## src/rtl/rf_pkg.sv

```systemverilog
// Shared definitions for the register file, decode and write-back stages:
// write-back source encodings and the default datapath geometry.
package rf_pkg;

    localparam int XLEN_DEF  = 32;
    localparam int NREGS_DEF = 32;

    typedef enum logic [1:0] {
        WB_ALU  = 2'd0,
        WB_LOAD = 2'd1,
        WB_CSR  = 2'd2,
        WB_RSVD = 2'd3
    } wb_sel_e;

endpackage

```

## src/rtl/rf_scoreboard.sv

```systemverilog
// Pending-destination tracker: one flag per architectural register, set on
// issue, cleared on write-back, wiped by flush. Register 0 is never pending.
module rf_scoreboard #(
    parameter int NREGS = 32,
    parameter int AW    = $clog2(NREGS)
) (
    input  logic             clk,
    input  logic             rst,
    input  logic             iss_en_i,
    input  logic [AW-1:0]    iss_rd_i,
    input  logic             wb_en_i,
    input  logic [AW-1:0]    wb_rd_i,
    input  logic             flush_i,
    output logic [NREGS-1:0] pending_o,
    output logic             busy_any_o
);

    logic [NREGS-1:0] pending_q;
    logic [NREGS-1:0] pending_d;

    assign pending_d[0] = 1'b0;

    generate
        for (genvar gi = 1; gi < NREGS; gi++) begin : g_flag
            logic iss_hit;
            logic wb_hit;
            assign iss_hit = iss_en_i && (iss_rd_i == AW'(gi));
            assign wb_hit  = wb_en_i && (wb_rd_i == AW'(gi));
            // A same-cycle issue to this rd outranks its write-back: the newer producer wins.
            assign pending_d[gi] = flush_i ? 1'b0 :
                                   iss_hit ? 1'b1 :
                                   wb_hit  ? 1'b0 : pending_q[gi];
        end
    endgenerate

    always_ff @(posedge clk or posedge rst) begin
        if (rst) begin
            pending_q <= '0;
        end else begin
            pending_q <= pending_d;
        end
    end

    assign pending_o  = pending_q;
    assign busy_any_o = |pending_q;

endmodule

```

## src/rtl/rf_sb.sv

```systemverilog
// Register file with write-back source mux, per-port registered reads with
// same-cycle write-back bypass, and RAW-hazard busy flags from the scoreboard.
module rf_sb
    import rf_pkg::*;
#(
    parameter int XLEN  = XLEN_DEF,
    parameter int NREGS = NREGS_DEF,
    parameter int NRP   = 2,
    parameter int AW    = $clog2(NREGS)
) (
    input  logic                clk,
    input  logic                rst,
    input  logic [NRP-1:0]      rs_en,
    input  logic [NRP*AW-1:0]   rs_addr,
    output logic [NRP*XLEN-1:0] rs_val,
    output logic [NRP-1:0]      rs_busy,
    input  logic                iss_en,
    input  logic [AW-1:0]       iss_rd,
    input  logic                wb_en,
    input  logic [AW-1:0]       wb_rd,
    input  logic [1:0]          wb_sel,
    input  logic [XLEN-1:0]     wb_alu,
    input  logic [XLEN-1:0]     wb_load,
    input  logic [XLEN-1:0]     wb_csr,
    input  logic                flush,
    output logic                busy_any
);

    logic [XLEN-1:0]  regs_q [NREGS];
    logic [XLEN-1:0]  wb_data;
    logic             wb_commit;
    logic [NREGS-1:0] pending;

    always_comb begin
        case (wb_sel_e'(wb_sel))
            WB_LOAD: wb_data = wb_load;
            WB_CSR:  wb_data = wb_csr;
            default: wb_data = wb_alu;
        endcase
    end

    assign wb_commit = wb_en && (wb_rd != '0);

    // Entry 0 is reset and never written, so it reads as zero everywhere.
    always_ff @(posedge clk or posedge rst) begin
        if (rst) begin
            for (int i = 0; i < NREGS; i++) begin
                regs_q[i] <= '0;
            end
        end else if (wb_commit) begin
            regs_q[wb_rd] <= wb_data;
        end
    end

    rf_scoreboard #(
        .NREGS (NREGS),
        .AW    (AW)
    ) u_scoreboard (
        .clk        (clk),
        .rst        (rst),
        .iss_en_i   (iss_en),
        .iss_rd_i   (iss_rd),
        .wb_en_i    (wb_en),
        .wb_rd_i    (wb_rd),
        .flush_i    (flush),
        .pending_o  (pending),
        .busy_any_o (busy_any)
    );

    generate
        for (genvar gi = 0; gi < NRP; gi++) begin : g_port
            logic [AW-1:0]   addr;
            logic            wb_hit;
            logic [XLEN-1:0] val_d;
            logic [XLEN-1:0] val_q;
            logic            busy_d;
            logic            busy_q;

            assign addr   = rs_addr[gi*AW +: AW];
            assign wb_hit = wb_en && (wb_rd == addr);

            always_comb begin
                val_d  = '0;
                busy_d = 1'b0;
                if (rs_en[gi] && (addr != '0)) begin
                    val_d  = wb_hit ? wb_data : regs_q[addr];
                    // Same-cycle issue is ignored here so an instruction never stalls on its own rd.
                    busy_d = pending[addr] && !wb_hit;
                end
            end

            always_ff @(posedge clk or posedge rst) begin
                if (rst) begin
                    val_q  <= '0;
                    busy_q <= 1'b0;
                end else begin
                    val_q  <= val_d;
                    busy_q <= busy_d;
                end
            end

            assign rs_val[gi*XLEN +: XLEN] = val_q;
            assign rs_busy[gi]             = busy_q;
        end
    endgenerate

endmodule

```

## config.mk

```make
export PLATFORM = sky130hd
export DESIGN_NAME = rf_sb
export DESIGN_NICKNAME = d
export VERILOG_FILES = /design/src/rtl/rf_pkg.sv /design/src/rtl/rf_scoreboard.sv /design/src/rtl/rf_sb.sv
export SDC_FILE = /design/constraint.sdc
export NUM_CORES = 2
export LEC_CHECK = 0
export ABC_AREA = 1
export CORE_AREA = 2 2 337 339
export DETAILED_ROUTE_END_ITERATION = 10
export DIE_AREA = 0 0 339 341
export PLACE_DENSITY = 0.73
export SYNTH_ARGS = -nofsm -noshare
export SYNTH_HDL_FRONTEND = slang
export SYNTH_HIERARCHICAL = 1
export SYNTH_SLANG_ARGS = --single-unit
```

## constraint.sdc

```tcl
create_clock -name clk -period 46.2 [get_ports clk]
set_input_delay 11.55 -clock clk [delete_from_list [all_inputs] [get_ports clk]]
set_output_delay 11.55 -clock clk [all_outputs]
set_load 0.01 [all_outputs]
```

==> results.md <==
- Status: finished, violations left
- Failing checks: DRC
- PwrDens: 43.5 nW/µm²
- RSZ-0062 raised after global routing: no
- Ys async rst share: 1.00
- RePlAce Congestion: 0.908
- Worst EP arrival: around 16 ns
- Initial cell density of the core: 0.576
- Worst-path clk slew: 0.06 ns
- Worst slew pin tran: between 1 and 1.5 ns
- Cells after Synth: 9089
- Leak Pwr: 32.5 nW
- Bufs on Longest Clock Path: 3
- Post-Syn Area: between 60000 and 70000 µm²
- I/O Pins: 192
- Initial antenna violation count: 3
- Core region area: 112000 µm²
- Initial DRT Pass Iterations: 10
- Syn. warnings: 6
- Input/output buffers: ~190
- Vias in the first global route: 60.1k
- CP most frequent cell: buf_4
- WL/cell: 22.9 µm
- DR DRC count: 2
- Fin. max-slew vios: 0
- Die Ht: 341 µm
- Total power: 3.07 mW
- Via count: 63.3k
- Via density: 6.10
- CP max FO: 94
- Min cycle time layout: 15.60 ns
- Top FF cell, synth: dfrtp_1
- Largest net degree at the start of global routing: 208
- Final nets: 8912
- Clk Latency, worst-skew pair: 0.75 ns
- Dpl hpwl: 127000 µm
- Worst Hold Slack: about 0.37 ns
- Syn Nets: 9216
- Top cell type's share of synthesized area: 0.435
- Max-cap violation count: 0
- Total GRT Usage: 0.406
- Fin crit share: 0.338
- Final antenna-violating net count: 0
- Post-CTS Setup Bufs: 0
- Clk_skew: approximately 0.022 ns
- HP Class: flip-flop to flip-flop
- Detailed router's first-iteration violation count: 8793
- Critical path launch point type: input pin
- Number of flops mapped to enable cells by yosys: 0
- First-pass GRT wire length: 361000 µm
- Width of the die: 339 µm
- TritonCTS clock tree: done
- Clk root buf: clkbuf_16
- Final-report setup violation count: 0
- Layout cell share with drive strength beyond 1: 0.0791
- Synth unique cells: 28
- Area growth syn-to-layout: 9.39%
- #FFs+latches synth: 1121
- CP Class: input pin to flip-flop
- Synth top area cells: dfrtp_1, nand2_1, nand3_1
- Max stage delay on crit path: 0.93 ns
- Seq/Total Area, Yosys: 0.435
- # clock sinks: 1121
- Die area: 116000 µm²
- Crit-path cells: buf_8 > buf_4 > buf_4 > buf_4 > buf_4 > o21ai_0 > nor2_1 > nor2_1 > nor2_1 > nand2_1 > nand2_1 > a21oi_1
- Cell Rows: around 120
- Inserted Clock Buffers: 130
- Crit end category: flip-flop
- Final WL: 238000 µm
- Resized Gates After CTS: 0
- Final TNS setup: 0 ns
- Final hold vios: 0
- Worst path required time: 46.76 ns
- F_max: 64.1 MHz
- Max H-tree Level: 4
- Worst path slowest cell: buf_4
- Yosys top cell by area: dfrtp_1
- Slew HR: 0.0985
- Cts-stage hold buffer count: 0
- Post-Syn Area per Cell: 7.09 µm²
- Overflow after GRT: 0
- Maximum vdd drop: 0.0000328 V
kinds of logic (layout without fill, tap and decap cells):
logic type | count (synthesis) | after routing | share of synthesized area
AO/OA/AOI/OAI | 1389 | 1389 | 0.113
XOR/XNOR | 2 | 2 | 0.000272
adder cells (fa/ha/maj) | 2 | 2 | 0.000388
buffers and inverters | 1575 | 1366 | 0.102
flip-flops | 1121 | 1121 | 0.435
multiplexers | 263 | 263 | 0.0460
other | 1 | 2 | 0.0000582
AND/OR/NAND/NOR | 4736 | 4736 | 0.303
cell usage in the layout (no fill, tap or decap), types with 2 or more instances in the layout:
| cell type | Yosys | layout |
|---|---|---|
| a21oi_4 | 0 | 2 |
| clkinv_2 | 1 | 15 |
| nand3_1 | 1284 | 1282 |
| buf_2 | 351 | 2 |
| inv_2 | 10 | 8 |
| dfrtp_1 | 1121 | 1121 |
| bufinv_16 | 0 | 7 |
| nand2_2 | 1 | 2 |
| nor2_4 | 2 | 36 |
| clkbuf_8 | 0 | 30 |
| nand2_1 | 3063 | 3062 |
| nor2_1 | 349 | 339 |
| o21ai_1 | 66 | 66 |
| inv_1 | 802 | 798 |
| nand4_1 | 4 | 4 |
| clkbuf_16 | 0 | 138 |
| a21oi_2 | 15 | 36 |
| inv_6 | 0 | 2 |
| buf_4 | 34 | 131 |
| o22ai_1 | 4 | 4 |
| inv_4 | 0 | 2 |
| buf_8 | 0 | 2 |
| o211ai_1 | 119 | 119 |
| a21oi_1 | 231 | 208 |
| xor2_1 | 2 | 2 |
| clkinvlp_4 | 0 | 2 |
| inv_8 | 0 | 5 |
| o21ai_0 | 954 | 954 |
| mux2_2 | 263 | 263 |
| nand3_2 | 4 | 4 |
| buf_12 | 0 | 6 |
| nor2_2 | 29 | 5 |
| nand3_4 | 0 | 2 |
| clkbuf_1 | 294 | 35 |
| clkdlybuf4s50_1 | 0 | 181 |
state kept, by name (all words and copies together), names as in the netlist:
name                    count
u_scoreboard/pending_o     31
g_port.val_q               64
g_port.busy_q               2
regs_q                   1024
per-stage QoR:
| step | setup WS, ns | cell area (µm²) | instances | utilization |
|---|---|---|---|---|
| after floorplan | 3.96 | 64400 | 9089 | - |
| after global placement | 30.15 | 66200 | 10200 | 0.591 |
| after detailed placement | 30.12 | 66200 | 10200 | 0.591 |
| after CTS | 30.87 | 70500 | 10400 | 0.630 |
| after global routing | 30.42 | 70500 | 10400 | 0.630 |
| final | 30.60 | 70500 | 10400 | 0.630 |
cell type report:
type	count	area, µm²
diodes	1	2.50
well taps	1500	1880
repair buffers	324	2980
fillers	9831	41400
clock buffers	201	3970
clock inverters	26	329
multi-input cells	6393	30200
flip-flops and latches	1121	28100
inverters	815	3100
Yosys cell counts, drive strengths merged (2+ instances only):
| cell | count |
|---|---|
| nand3 | 1288 |
| o21ai | 1020 |
| a21oi | 246 |
| o211ai | 119 |
| dfrtp | 1121 |
| nand2 | 3064 |
| inv | 812 |
| clkbuf | 294 |
| ha | 2 |
| buf | 466 |
| mux2 | 263 |
| o22ai | 4 |
| xor2 | 2 |
| nor2 | 380 |
| clkinv | 3 |
| nand4 | 4 |
routing by layer:
layer / share of wire / vias up / wire (µm) / track usage
li1: - / 28400 / - / -
met1: 0.38 / 29600 / 90400 / 0.533
met2: 0.42 / 4314 / 101000 / 0.605
met3: 0.12 / 959 / 29600 / 0.101
met4: 0.070 / 8 / 16700 / 0.254
met5: 0.00021 / - / 51 / 0
worst paths after layout:
check | startpoint | end | slack (ns) | cells after the start
max | rs_addr[0] | g_port[0].val_q[3] | 30.60 | 12
min | regs_q[1010] | regs_q[1010] | 0.37 | 0
max reg2reg | regs_q[778] | g_port[1].val_q[10] | 44.72 | 8
min reg2reg | regs_q[1010] | regs_q[1010] | 0.37 | 0
max in group asynchronous | rst | regs_q[599] | 31.83 | 5
min in group asynchronous | rst | u_scoreboard/pending_o[19] | 11.36 | 3
critical path, delay by kind of cell:
family          cells  cell delay [ns]
buf+inv             5             3.70
simple gates        5             0.47
compound gates      2             0.28
power breakdown:
| group | switching (mW) | total (mW) | leakage [nW] | internal (mW) |
|---|---|---|---|---|
| Sequential | 0.0998 | 1.30 | 13.4 | 1.20 |
| Clock | 0.422 | 1.05 | 2.11 | 0.628 |
| Combinational | 0.471 | 0.718 | 17.0 | 0.247 |
No activity file was read; power rests on OpenSTA's default activity.
